## src/rtl/zone_arb_pkg.sv

```systemverilog
// zone_arb_pkg
//   Shared definitions for the zone supply arbiter slice.
//   - arb_state_t : arbiter state (IDLE, GRANT, SETTLE)
//   - SLICE_W     : width of the per-grant slice counter and slice_left port
package zone_arb_pkg;

    typedef enum logic [1:0] {
        IDLE   = 2'd0,
        GRANT  = 2'd1,
        SETTLE = 2'd2
    } arb_state_t;

    localparam int unsigned SLICE_W = 8;

endpackage

```

## src/rtl/zone_supply_arbiter_rr_pick.sv

```systemverilog
// rr_pick
//   Combinational round-robin picker. Finds the first set request bit
//   searching upward from rr_ptr, wrapping around past the top zone.
//   Ports:
//     req    in  NUM_ZONES  request levels
//     rr_ptr in  IDW        search start index
//     found  out 1          at least one request is set
//     idx    out IDW        index of the winning zone (0 when !found)
module rr_pick
    import zone_arb_pkg::*;
#(
    parameter int unsigned NUM_ZONES = 4,
    parameter int unsigned IDW       = $clog2(NUM_ZONES)
) (
    input  logic [NUM_ZONES-1:0] req,
    input  logic [IDW-1:0]       rr_ptr,
    output logic                 found,
    output logic [IDW-1:0]       idx
);

    int unsigned w_pos;

    always_comb begin
        found = 1'b0;
        idx   = '0;
        w_pos = 0;
        for (int unsigned i = 0; i < NUM_ZONES; i++) begin
            w_pos = (32'(rr_ptr) + i) % NUM_ZONES;
            if (!found && req[w_pos[IDW-1:0]]) begin
                found = 1'b1;
                idx   = w_pos[IDW-1:0];
            end
        end
    end

endmodule

```

## src/rtl/zone_supply_arbiter.sv

```systemverilog
// zone_supply_arbiter
//   Time-sliced round-robin arbiter sharing one pump/main supply line among
//   irrigation zones. At most one zone is granted at a time, each grant is
//   capped at SLICE_TICKS seconds, a valve-closed settle gap separates
//   grants, and inhibit drops any grant.
//   Ports:
//     clk         in  1          system clock
//     rst_n       in  1          asynchronous active-low reset
//     tick        in  1          one-cycle pulse per second
//     inhibit     in  1          forces all grants off (rain, fault)
//     req         in  NUM_ZONES  per-zone request level
//     grant       out NUM_ZONES  one-hot valve enable, registered
//     grant_valid out 1          OR of grant
//     grant_id    out IDW        granted zone index, holds last value
//     slice_left  out 8          remaining ticks of current grant, 0 if none
//     expired     out 1          one-cycle pulse on slice timeout
module zone_supply_arbiter
    import zone_arb_pkg::*;
#(
    parameter int unsigned NUM_ZONES   = 4,
    parameter int unsigned SLICE_TICKS = 30,
    parameter int unsigned SETTLE_CYC  = 8,
    parameter int unsigned IDW         = $clog2(NUM_ZONES)
) (
    input  logic                 clk,
    input  logic                 rst_n,
    input  logic                 tick,
    input  logic                 inhibit,
    input  logic [NUM_ZONES-1:0] req,
    output logic [NUM_ZONES-1:0] grant,
    output logic                 grant_valid,
    output logic [IDW-1:0]       grant_id,
    output logic [SLICE_W-1:0]   slice_left,
    output logic                 expired
);

    arb_state_t           r_state;
    logic [NUM_ZONES-1:0] r_grant;
    logic [IDW-1:0]       r_grant_id;
    logic [SLICE_W-1:0]   r_slice;
    logic                 r_expired;
    logic [IDW-1:0]       r_rr_ptr;
    logic [7:0]           r_settle_cnt;

    arb_state_t           w_state_nxt;
    logic [NUM_ZONES-1:0] w_grant_nxt;
    logic [IDW-1:0]       w_grant_id_nxt;
    logic [SLICE_W-1:0]   w_slice_nxt;
    logic                 w_expired_nxt;
    logic [IDW-1:0]       w_rr_ptr_nxt;
    logic [7:0]           w_settle_cnt_nxt;

    logic                 w_found;
    logic [IDW-1:0]       w_pick_idx;
    logic                 w_arb_ok;
    logic [NUM_ZONES-1:0] w_pick_onehot;
    logic [IDW-1:0]       w_pick_ptr_nxt;
    logic                 w_release;

    rr_pick #(
        .NUM_ZONES (NUM_ZONES),
        .IDW       (IDW)
    ) u_rr_pick (
        .req    (req),
        .rr_ptr (r_rr_ptr),
        .found  (w_found),
        .idx    (w_pick_idx)
    );

    assign w_arb_ok  = !inhibit && w_found;
    assign w_release = !req[r_grant_id];

    always_comb begin
        w_pick_onehot             = '0;
        w_pick_onehot[w_pick_idx] = 1'b1;
        if (w_pick_idx == IDW'(NUM_ZONES - 1)) begin
            w_pick_ptr_nxt = '0;
        end else begin
            w_pick_ptr_nxt = w_pick_idx + 1'b1;
        end
    end

    always_comb begin
        w_state_nxt      = r_state;
        w_grant_nxt      = r_grant;
        w_grant_id_nxt   = r_grant_id;
        w_slice_nxt      = r_slice;
        w_expired_nxt    = 1'b0;
        w_rr_ptr_nxt     = r_rr_ptr;
        w_settle_cnt_nxt = r_settle_cnt;

        case (r_state)
            IDLE: begin
                if (w_arb_ok) begin
                    w_state_nxt    = GRANT;
                    w_grant_nxt    = w_pick_onehot;
                    w_grant_id_nxt = w_pick_idx;
                    w_slice_nxt    = SLICE_W'(SLICE_TICKS);
                    w_rr_ptr_nxt   = w_pick_ptr_nxt;
                end
            end

            GRANT: begin
                // inhibit and release outrank expiry, so a tick landing on
                // slice_left==1 in the same cycle does not pulse expired.
                if (inhibit || w_release) begin
                    w_state_nxt      = SETTLE;
                    w_grant_nxt      = '0;
                    w_slice_nxt      = '0;
                    w_settle_cnt_nxt = '0;
                end else if (tick) begin
                    if (r_slice == SLICE_W'(1)) begin
                        w_state_nxt      = SETTLE;
                        w_grant_nxt      = '0;
                        w_slice_nxt      = '0;
                        w_settle_cnt_nxt = '0;
                        w_expired_nxt    = 1'b1;
                    end else begin
                        w_slice_nxt = r_slice - 1'b1;
                    end
                end
            end

            SETTLE: begin
                // The counter starts at 0 on the closing edge; arbitration
                // happens on the edge after it reaches SETTLE_CYC, which puts
                // the next grant SETTLE_CYC+1 cycles after the previous fell.
                if (r_settle_cnt == 8'(SETTLE_CYC)) begin
                    w_settle_cnt_nxt = '0;
                    if (w_arb_ok) begin
                        w_state_nxt    = GRANT;
                        w_grant_nxt    = w_pick_onehot;
                        w_grant_id_nxt = w_pick_idx;
                        w_slice_nxt    = SLICE_W'(SLICE_TICKS);
                        w_rr_ptr_nxt   = w_pick_ptr_nxt;
                    end else begin
                        w_state_nxt = IDLE;
                    end
                end else begin
                    w_settle_cnt_nxt = r_settle_cnt + 1'b1;
                end
            end

            default: begin
                w_state_nxt = IDLE;
                w_grant_nxt = '0;
                w_slice_nxt = '0;
            end
        endcase
    end

    always_ff @(posedge clk or negedge rst_n) begin
        if (!rst_n) begin
            r_state      <= IDLE;
            r_grant      <= '0;
            r_grant_id   <= '0;
            r_slice      <= '0;
            r_expired    <= 1'b0;
            r_rr_ptr     <= '0;
            r_settle_cnt <= '0;
        end else begin
            r_state      <= w_state_nxt;
            r_grant      <= w_grant_nxt;
            r_grant_id   <= w_grant_id_nxt;
            r_slice      <= w_slice_nxt;
            r_expired    <= w_expired_nxt;
            r_rr_ptr     <= w_rr_ptr_nxt;
            r_settle_cnt <= w_settle_cnt_nxt;
        end
    end

    assign grant       = r_grant;
    assign grant_valid = |r_grant;
    assign grant_id    = r_grant_id;
    assign slice_left  = r_slice;
    assign expired     = r_expired;

endmodule

```

## config.mk

```make
export PLATFORM = sky130hd
export DESIGN_NAME = zone_supply_arbiter
export DESIGN_NICKNAME = d
export VERILOG_FILES = /design/src/rtl/zone_arb_pkg.sv /design/src/rtl/zone_supply_arbiter_rr_pick.sv /design/src/rtl/zone_supply_arbiter.sv
export SDC_FILE = /design/constraint.sdc
export NUM_CORES = 1
export LEC_CHECK = 0
export CORE_ASPECT_RATIO = 0.5
export CORE_UTILIZATION = 50
export CTS_BUF_LIST = sky130_fd_sc_hd__clkbuf_16
export CTS_CLUSTER_DIAMETER = 150
export CTS_CLUSTER_SIZE = 28
export DETAILED_ROUTE_END_ITERATION = 10
export GPL_ROUTABILITY_DRIVEN = 0
export PLACE_DENSITY = 0.75
export SETUP_SLACK_MARGIN = 0.15
export SYNTH_ARGS = -nofsm -noshare
export SYNTH_HDL_FRONTEND = slang
export SYNTH_SLANG_ARGS = --single-unit
```

## constraint.sdc

```tcl
create_clock -name clk -period 3.2 [get_ports clk]
set_input_delay 0.48 -clock clk [delete_from_list [all_inputs] [get_ports clk]]
set_output_delay 0.48 -clock clk [all_outputs]
set_load 0.03 [all_outputs]
```

==> impl_metrics.ini <==
[synthesis]
synth_enable_flop_cells = 0
syn_area_per_cell_sq_um = 9.426
seq_area_frac_synth_pct = 43.97
syn_area_sq_um = 1536
post_synth_num_cell_types = 39
yosys.area.top_type = dfrtp_1
async_reset_ff_share_pct = 100.0
yosysMostFrequentCell = dfrtp_1
synth.net_count = 179
synth_top_area_share_pct = 43.97
syn_inst = 163
synth_common_cells = 27 x dfrtp_1, 16 x inv_1, 14 x a21oi_1
ys_top_cells_by_area = dfrtp_1 44%, ha_1 6.5%, a21oi_1 4.6%
ys.flop_type = dfrtp_1
synth_warnings = 0
ys_seq_elements = 27

[route]
drtAntennaViolNets = 0
drt_iter0_drc = 68
wirelength_mm = 3.229
vias = 1304
drc = 0
dr.pass1.iters = 4
routedWlPerCell_microns = 14.10
viasPerCell = 5.694

[global_routing]
grt.total_usage_pct = 21.70
grt_pass1_vias = 1152
overflow = 0
antenna_found_initial = 0
grt_first_pass_wirelength_mm = 5.161
grt_start_max_net_pins = 28

[timing]
fin_crit_ns = 2.684
min_period_over_period_pct = 83.88
fin_hold_ws_ns = 0.4862
slew_headroom_pct = 29.45
fin_skew_ns = 0.001668
fmax_mhz = 372.6
hold_viol = 0
max_slew.worst_pin.slew_ns = 1.052
tns_ns = 0
slew_violations = 0
worst_slack_ns = 0.5159
final-setup-viol-count = 0
rsz0062_at_grt = false

[min_path]
min_to = r_settle_cnt[7]
hold_path_class = reg -> reg
worstHoldPathCells = 1
worstHoldStart = r_settle_cnt[7]

[die]
die_x_microns = 80.40
die_area_sq_um = 3312
die_h_microns = 41.20
rows = 13
core-area_sq_um = 2749
start_util_pct = 55.89
io-pin-count = 24

[finish]
finalNetCount = 209
fillers = 216
ff_latch_area_sq_um = 675.6
area_growth_syn_to_layout_pct = 24.35
antenna_cells = 0
fin_area_sq_um = 1911
final_cells = 229
multi_input_comb_area_sq_um = 795.8
drive_gt1_share_pct = 10.42

[setup_path]
reg2reg_slack_ns = 0.52
cp-end-kind = flop
critPathMaxFanout = 10
startpoint_type = flop
worstReg2RegEnd = grant_id[1]
cp_data_arrival_time_ns = 2.83
setup.worst_path.class = reg -> reg
r2r-start = r_settle_cnt[0]
worstPathRequired_ns = 3.35
rr_worst_depth = 6

[clock_network]
ctsHoldBuffers = 0
cts_tree = built
clkSlewWorstSetupHoldPaths_ns = 0.07
clkSinkCount = 27
cts_setup_buffers = 0
clk_latency_ns = 0.26
cts.path.max_buffers = 2
post_cts_resized = 0
cts_root_buffer = clkbuf_16
cts_made_buffers = 3
htree_num_levels = 1

[power_and_ir_drop]
power_switching_mw = 0.8182
power_frac_comb_pct = 51.7
p_int_mw = 1.058
clkPwrFrac_pct = 15.2
p_leak_nw = 0.8360
sw_frac_of_total_pct = 43.62
p_per_area_nw_per_um2 = 981.8
ir_drop_v = 0.0005703
p_seq_share_pct = 33.1

[placement]
hpwlAfterDp_mm = 2.345
port_buffers = 23
dp.cells = 225
placed_cell_area_sq_um = 1831
pre_cts_slack_ns = 0.4742

[outcome]
status = finished, final reports clean

[job]
cap_violations = 0
-- registers in the layout, summed over array words and instances, names as in the netlist --
name,count
grant_id,2
slice_left,8
r_rr_ptr,2
expired,1
grant,4
r_state,2
r_settle_cnt,8
-- worst max path at each step --
stage	startpoint	end	slack, ns	cells past startpoint
final	r_settle_cnt[0]	grant_id[1]	0.52	6
after global routing	r_settle_cnt[0]	r_rr_ptr[1]	0.34	6
after CTS	r_settle_cnt[0]	grant_id[1]	0.51	6
after detailed placement	req[1]	slice_left[5]	0.47	6
after global placement	r_settle_cnt[0]	grant_id[1]	0.50	6
after floorplan	r_settle_cnt[0]	grant_id[1]	0.70	6
-- cell usage in the layout, fill, tap and decap left out, types with 2 or more instances in the layout --
master	count
a21boi_0	4
a21oi_1	14
a22o_2	4
a31oi_1	4
and3_1	3
buf_4	3
clkbuf_16	3
clkdlybuf4s50_1	23
dfrtp_1	27
ha_1	8
inv_1	16
mux2_2	4
nand2_1	13
nand2b_1	4
nand3_1	8
nor2_1	10
nor2b_1	2
nor3_1	4
nor3b_1	2
nor4_1	2
o21a_1	2
o21ai_0	9
o21bai_1	2
o22ai_1	3
-- layer usage --
metal,wire length [microns],up-vias,global-route usage [%]
li1,-,652,-
met1,1663,631,26.93
met2,1442,16,38.98
met3,82,5,4.667
met4,40,0,8.036
met5,0,-,0
-- critical path, stage by stage (launching register included) --
cell and delay (ns):
dfrtp_1 0.42, inv_1 0.07, ha_1 0.12, or4b_1 0.46
or4_4 0.45, a2111oi_4 0.65, mux2_2 0.40
-- power by group through the flow --
| stage | registers, mW | logic [mW] | clock network (mW) |
|---|---|---|---|
| 2_1_floorplan | 0.725 | 0.528 | 0 |
| 4_1_cts | 0.619 | 0.973 | 0.290 |
| 5_1_grt | 0.646 | 1.06 | 0.304 |
| 3_5_place_dp | 0.624 | 0.964 | 0 |
| 3_3_place_gp | 0.625 | 0.948 | 0 |
| 6_report | 0.621 | 0.970 | 0.285 |
-- layout make-up --
| class | instances | share of cell area [%] |
|---|---|---|
| Multi-Input combinational cell | 119 | 41.65 |
| Sequential cell | 27 | 35.36 |
| Tap cell | 37 | 2.423 |
| Clock inverter | 1 | 0.2620 |
| Inverter | 16 | 3.143 |
| Timing Repair Buffer | 26 | 13.23 |
| Clock buffer | 3 | 3.929 |
-- cell families after synthesis --
group	synth area share, %
compound gates	23.05
simple gates	18.65
fa+ha+maj	6.515
buf+inv	4.234
flops	43.97
mux	3.583
-- stage by stage --
step	power, mW	util, %
floorplan	1.253	-
global placement	1.573	66.59
detailed placement	1.588	66.59
CTS	1.882	69.50
global route	2.007	69.50
finish	1.876	69.50
No activity file was read; power rests on OpenSTA's default activity.
